### config.mk
export PLATFORM = sky130hd
export DESIGN_NAME = pc_fetch_unit
export DESIGN_NICKNAME = d
export VERILOG_FILES = /design/src/rtl/pc_fetch_unit.sv
export SDC_FILE = /design/constraint.sdc
export NUM_CORES = 1
export LEC_CHECK = 0
export ABC_AREA = 1
export CORE_ASPECT_RATIO = 0.9
export CORE_MARGIN = 4
export CORE_UTILIZATION = 42
export DETAILED_ROUTE_END_ITERATION = 6
export PLACE_DENSITY = 0.88
export SLEW_MARGIN = 15
export SYNTH_ARGS = -nofsm -noshare
export SYNTH_HDL_FRONTEND = slang
export SYNTH_SLANG_ARGS = --single-unit
### constraint.sdc
create_clock -name clk -period 1.9 [get_ports clk]
set_input_delay 0.38 -clock clk [delete_from_list [all_inputs] [get_ports clk]]
set_output_delay 0.38 -clock clk [all_outputs]
set_load 0.01 [all_outputs]
### src/rtl/pc_fetch_unit.sv
// Purpose : fetch-stage program-counter generator. It handles reset vector,
//           boot bubble, stall, flush/trap redirect, jal/jalr/branch
//           redirects, misaligned-target fault state and an optional
//           return-address stack.
// Latency : the pc updates one cycle after the selecting inputs are sampled.
//           All outputs come from registers.
// Backpr. : stall holds the pc. flush_valid overrides stall, and it is the
//           only way out of FAULT (apart from rst).
// Options : define PC_FETCH_RAS_EN to build the RAS. Without it, ras_top and
//           ras_valid are tied to 0 and link_push/link_pop are ignored.
// Ports   : clk, rst (sync, active-high); stall; flush_valid/flush_target;
//           is_jal/jal_target; is_jalr/jalr_target;
//           branch/branch_taken/branch_target; link_push/link_pop;
//           pc/pc_valid; fault/fault_addr; ras_top/ras_valid.
module pc_fetch_unit #(
  parameter int unsigned     XLEN         = 32,
  parameter logic [XLEN-1:0] RESET_VECTOR = '0,
  parameter int unsigned     RAS_DEPTH    = 4
) (
  input  logic            clk,
  input  logic            rst,
  input  logic            stall,
  input  logic            flush_valid,
  input  logic [XLEN-1:0] flush_target,
  input  logic            is_jal,
  input  logic [XLEN-1:0] jal_target,
  input  logic            is_jalr,
  input  logic [XLEN-1:0] jalr_target,
  input  logic            branch,
  input  logic            branch_taken,
  input  logic [XLEN-1:0] branch_target,
  input  logic            link_push,
  input  logic            link_pop,
  output logic [XLEN-1:0] pc,
  output logic            pc_valid,
  output logic            fault,
  output logic [XLEN-1:0] fault_addr,
  output logic [XLEN-1:0] ras_top,
  output logic            ras_valid
);

  typedef enum logic [1:0] {ST_BOOT, ST_RUN, ST_FAULT} state_t;

  state_t          r_state;
  logic [XLEN-1:0] r_pc;
  logic            r_pc_valid;
  logic            r_fault;
  logic [XLEN-1:0] r_fault_addr;

  logic [XLEN-1:0] w_pc_seq;
  logic            w_redirect;
  logic [XLEN-1:0] w_target;
  logic            w_misaligned;

  // Sequential next-pc. The addition wraps modulo 2^XLEN.
  assign w_pc_seq = r_pc + {{(XLEN-3){1'b0}}, 3'b100};

  // Redirect selection below flush/stall: jal > jalr > taken branch.
  always_comb begin
    w_redirect = 1'b0;
    w_target   = '0;
    if (is_jal) begin
      w_redirect = 1'b1;
      w_target   = jal_target;
    end else if (is_jalr) begin
      w_redirect = 1'b1;
      w_target   = {jalr_target[XLEN-1:1], 1'b0};
    end else if (branch && branch_taken) begin
      w_redirect = 1'b1;
      w_target   = branch_target;
    end
  end

  assign w_misaligned = w_redirect && (w_target[1:0] != 2'b00);

  always_ff @(posedge clk) begin
    if (rst) begin
      r_state      <= ST_BOOT;
      r_pc         <= RESET_VECTOR;
      r_pc_valid   <= 1'b0;
      r_fault      <= 1'b0;
      r_fault_addr <= '0;
    end else begin
      case (r_state)
        // One-cycle warm-up bubble. The pc is held and inputs are ignored.
        ST_BOOT: begin
          r_state    <= ST_RUN;
          r_pc_valid <= 1'b1;
        end
        ST_RUN: begin
          if (flush_valid) begin
            r_pc <= flush_target;
          end else if (stall) begin
            r_pc <= r_pc;
          end else if (w_misaligned) begin
            // The pc is frozen at the instruction that produced the bad target.
            r_fault_addr <= w_target;
            r_state      <= ST_FAULT;
            r_pc_valid   <= 1'b0;
            r_fault      <= 1'b1;
          end else if (w_redirect) begin
            r_pc <= w_target;
          end else begin
            r_pc <= w_pc_seq;
          end
        end
        ST_FAULT: begin
          if (flush_valid) begin
            r_pc       <= flush_target;
            r_state    <= ST_RUN;
            r_pc_valid <= 1'b1;
            r_fault    <= 1'b0;
          end
        end
        default: begin
          r_state    <= ST_BOOT;
          r_pc_valid <= 1'b0;
          r_fault    <= 1'b0;
        end
      endcase
    end
  end

  assign pc         = r_pc;
  assign pc_valid   = r_pc_valid;
  assign fault      = r_fault;
  assign fault_addr = r_fault_addr;

`ifdef PC_FETCH_RAS_EN
  localparam int unsigned PW = $clog2(RAS_DEPTH);
  localparam int unsigned CW = $clog2(RAS_DEPTH + 1);

  logic [XLEN-1:0] r_stack [RAS_DEPTH];
  logic [PW-1:0]   r_ptr;            // index of the current top entry
  logic [CW-1:0]   r_cnt;            // saturating occupancy
  logic [PW-1:0]   w_ptr_inc;
  logic            w_advance;
  logic            w_ras_clear;

  assign w_ptr_inc = r_ptr + {{(PW-1){1'b0}}, 1'b1};

  // The RAS only moves on cycles where RUN actually retires a new pc.
  assign w_advance   = (r_state == ST_RUN) && !flush_valid && !stall && !w_misaligned;
  assign w_ras_clear = ((r_state != ST_BOOT) && flush_valid) ||
                       ((r_state == ST_RUN) && !stall && w_misaligned);

  always_ff @(posedge clk) begin
    if (rst) begin
      for (int i = 0; i < int'(RAS_DEPTH); i++) r_stack[i] <= '0;
      r_ptr <= '0;
      r_cnt <= '0;
    end else if (w_ras_clear) begin
      r_cnt <= '0;
    end else if (w_advance) begin
      if (link_push && (!link_pop || r_cnt == '0)) begin
        // On a full stack the pointer wraps onto the oldest entry and
        // overwrites it.
        r_ptr            <= w_ptr_inc;
        r_stack[w_ptr_inc] <= w_pc_seq;
        if (r_cnt != CW'(RAS_DEPTH)) r_cnt <= r_cnt + {{(CW-1){1'b0}}, 1'b1};
      end else if (link_push && link_pop) begin
        r_stack[r_ptr] <= w_pc_seq;
      end else if (link_pop && r_cnt != '0) begin
        r_ptr <= r_ptr - {{(PW-1){1'b0}}, 1'b1};
        r_cnt <= r_cnt - {{(CW-1){1'b0}}, 1'b1};
      end
    end
  end

  assign ras_top   = r_stack[r_ptr];
  assign ras_valid = (r_cnt != '0);
`else
  logic w_unused_link;
  assign w_unused_link = link_push ^ link_pop;
  assign ras_top       = '0;
  assign ras_valid     = 1'b0;
`endif

endmodule

==> key figures <==
Outcome
  • Result of the run: completed

STA
  • Final worst hold slack: 0.460 ns
  • Fmax: 539 MHz
  • Hold Fails Final Rpt: 0
  • Worst slew margin relative to its limit: 53.2%
  • Number of max-slew violations in the final report: 0
  • Setup repair after global routing missed its margin: true
  • Setup skew after layout: 0.00539 ns
  • Min cycle time layout: 1.85 ns
  • Endpoints failing setup: 0
  • Actual slew at the worst max-slew pin: 0.697 ns
  • Final critical-path share of the clock period: 97.6%

GRT
  • Vias in the first global route: 5933
  • Global-route total usage across every layer: 27.1%
  • Final global-route overflow total: 0
  • First-pass GRT wire length: 29.5 mm
  • Number of antenna violations at the first check in global routing: 0
  • Largest net degree at the start of global routing: 41

Yosys
  • Average instance area after synthesis: 5.77 um^2
  • Synth unique cells: 33
  • Sequential fraction of the synthesis area: 27.1%
  • Synth top area cells: sky130_fd_sc_hd__dfxtp_1 (27%), sky130_fd_sc_hd__nand2_1 (20%), sky130_fd_sc_hd__a21oi_1 (9.4%)
  • Number of register bits inferred by synthesis: 67
  • Share of synthesized registers carrying an async set or reset: 0%
  • Yosys synthesis warning count: 0
  • Cell count after synthesis: 858
  • Synthesized area: 4950 um^2
  • Number of synthesized flops with an enable pin: 0
  • Largest area contributor in the netlist: sky130_fd_sc_hd__dfxtp_1
  • Library cell with the highest instance count after synthesis: sky130_fd_sc_hd__nand2_1
  • Yosys top cell area share: 27.1%
  • Flip-flop cell with the highest count after synthesis: sky130_fd_sc_hd__dfxtp_1
  • Synth cell count leaders: sky130_fd_sc_hd__nand2_1 (265), sky130_fd_sc_hd__nor2_1 (111), sky130_fd_sc_hd__a21oi_1 (93)

Routing
  • Via-per-instance ratio: 5.12
  • Count of TritonRoute iterations in the first routing pass: 6
  • Average detailed-routed wire length per instance: 15.4 um
  • Vias post-DR: 6457
  • DRC Markers: 0
  • Number of DRC violations after detailed-routing iteration 0: 635
  • Count of antenna-violating nets left after detailed routing: 0
  • Total wirelength of the detailed-routed design: 19.4 mm

Floorplanning
  • Die width: 122 um
  • Number of primary I/O pins: 237
  • Initial cell density of the core: 43.1%
  • Area inside the core boundary: 11500 um^2
  • Die height: 111 um
  • Die area: 13600 um^2
  • Count of standard-cell rows: 37

Worst hold path
  • Classification of the worst-slack hold path: flip-flop to flip-flop

Placed design
  • Port-buffer cells: 200
  • Placer Congestion: 0.980
  • HPWL Detailed: 15.0 mm

Setup path
  • Worst Setup End Kind: flip-flop
  • Sort of element at the start of the critical path: primary input
  • Peak fanout along the critical path: 10
  • Required time of the critical path: 2.13 ns
  • Arr. time, crit path: 2.08 ns
  • Category of the most critical setup path: primary input to flip-flop

Power and ir drop
  • Total chip power: 0.00667 W
  • Power density relative to cell area: 853 nW/um^2
  • Maximum vdd ir drop: 550 uV
  • Static leakage: 3.45 nW

CTS
  • Buffer levels on the longest clock path: 2
  • Worst-path clk slew: 0.06 ns
  • H-tree lvl count: 3
  • Clk_lat worst skew: 0.34 ns
  • Clock tree from TritonCTS: yes
  • Number of sinks driven by the clock tree: 67
  • Buffer type at the clock tree root: sky130_fd_sc_hd__clkbuf_16
  • CTS Buf Count: 9

Cells and area
  • Count of inserted antenna diode cells: 0
  • Growth of design area from synthesis to finish: 58.0%
  • Layout cells sized above 1: 12.0%
  • Final nets: 1242

Job
  • Number of maximum-capacitance violations: 0
-- repair_timing --
item                       4_1_cts  5_1_grt
buffers inserted                 0        5
resized for setup                1       40
cloned                           0        1
pin swaps                        0        7
hold buffers                     0        0
setup endpoints to repair        1       59
-- layer usage --
| metal | GRT usage (%) | wire length (um) | vias up |
|---|---|---|---|
| met4 | 9.03 | 543 | 0 |
| met3 | 5.97 | 1880 | 52 |
| met2 | 46.0 | 9340 | 348 |
| met5 | 0 | 0 | - |
| met1 | 33.6 | 7670 | 2896 |
| li1 | - | - | 3161 |
-- sequential cells by signal (all words and copies together) (netlist names) --
name	flops
fault_addr	32
pc	32
fault	1
pc_valid	1
r_state	1
-- cells in the final DEF, fill, tap and decap left out, types with 4 or more instances in the layout --
master,netlist,final
sky130_fd_sc_hd__nand4_1,11,11
sky130_fd_sc_hd__nor2_2,7,8
sky130_fd_sc_hd__o21ai_0,43,33
sky130_fd_sc_hd__buf_6,4,8
sky130_fd_sc_hd__clkbuf_16,0,9
sky130_fd_sc_hd__nand2_1,265,263
sky130_fd_sc_hd__dfxtp_1,67,65
sky130_fd_sc_hd__conb_1,1,33
sky130_fd_sc_hd__inv_2,1,4
sky130_fd_sc_hd__o21ai_1,5,15
sky130_fd_sc_hd__a21oi_1,93,90
sky130_fd_sc_hd__buf_4,34,57
sky130_fd_sc_hd__buf_12,0,5
sky130_fd_sc_hd__clkdlybuf4s50_1,0,200
sky130_fd_sc_hd__inv_1,72,69
sky130_fd_sc_hd__a21oi_2,1,4
sky130_fd_sc_hd__nor2_1,111,106
sky130_fd_sc_hd__nand3_1,70,70
sky130_fd_sc_hd__or2_2,16,16
sky130_fd_sc_hd__nor2_4,0,4
-- cells by family after synthesis --
| group | Yosys count | share of synthesized area [%] |
|---|---|---|
| buf+inv | 147 | 14.7 |
| xor+xnor | 2 | 0.354 |
| flops | 67 | 27.1 |
| fa+ha+maj | 4 | 1.01 |
| other cells | 1 | 0.0758 |
| compound gates | 146 | 15.0 |
| simple gates | 491 | 41.7 |
-- cell type report --
type | instances | area (um^2)
clock buffers | 13 | 260
clock inverters | 2 | 35.0
fillers | 988 | 3660
inverters | 74 | 280
multi-input cells | 676 | 3060
flip-flops and latches | 67 | 1340
well taps | 156 | 195
repair buffers | 272 | 2640
-- report_power, final --
group | switching, W | leakage (nW) | internal [W] | total (W)
registers | 0.000338 | 0.548 | 0.00170 | 0.00204
clock network | 0.000620 | 0.146 | 0.00108 | 0.00170
logic | 0.00149 | 2.75 | 0.00144 | 0.00293
total | 0.00245 | 3.45 | 0.00422 | 0.00667
-- stage by stage --
step / TNS, ns / std cells / worst slack [ns] / instance area, um^2 / utilization [%]
finish: 0 / 1260 / 0.0459 / 7820 / 68.1
global placement: -14.36 / 1239 / -0.276 / 7380 / 64.3
global route: -0.469 / 1260 / -0.0478 / 7820 / 68.1
CTS: 0 / 1254 / 0.0245 / 7680 / 66.9
detailed placement: -16.58 / 1239 / -0.327 / 7380 / 64.3
floorplan: 0 / 890 / 0.0891 / 5070 / -
-- critical path, cell delays in order --
cell and delay, ns:
sky130_fd_sc_hd__clkdlybuf4s50_1 0.50, sky130_fd_sc_hd__buf_6 0.15, sky130_fd_sc_hd__inv_1 0.04, sky130_fd_sc_hd__nand2_1 0.05, sky130_fd_sc_hd__nor2_1 0.05, sky130_fd_sc_hd__nor2_2 0.23, sky130_fd_sc_hd__nand2_4 0.10, sky130_fd_sc_hd__nand3_4 0.08
sky130_fd_sc_hd__nand2_4 0.10, sky130_fd_sc_hd__buf_6 0.16, sky130_fd_sc_hd__nor2_1 0.14, sky130_fd_sc_hd__a21oi_1 0.08
-- path summary, 6_finish.rpt --
check | from | endpoint | slack (ns) | cells after the start
max reg2reg | pc[9] | pc[28] | 0.16 | 9
max | is_jalr | pc[25] | 0.05 | 12
min reg2reg | fault_addr[8] | fault_addr[8] | 0.46 | 2
min | fault_addr[8] | fault_addr[8] | 0.46 | 2
Power figures use the tool's default switching activity.
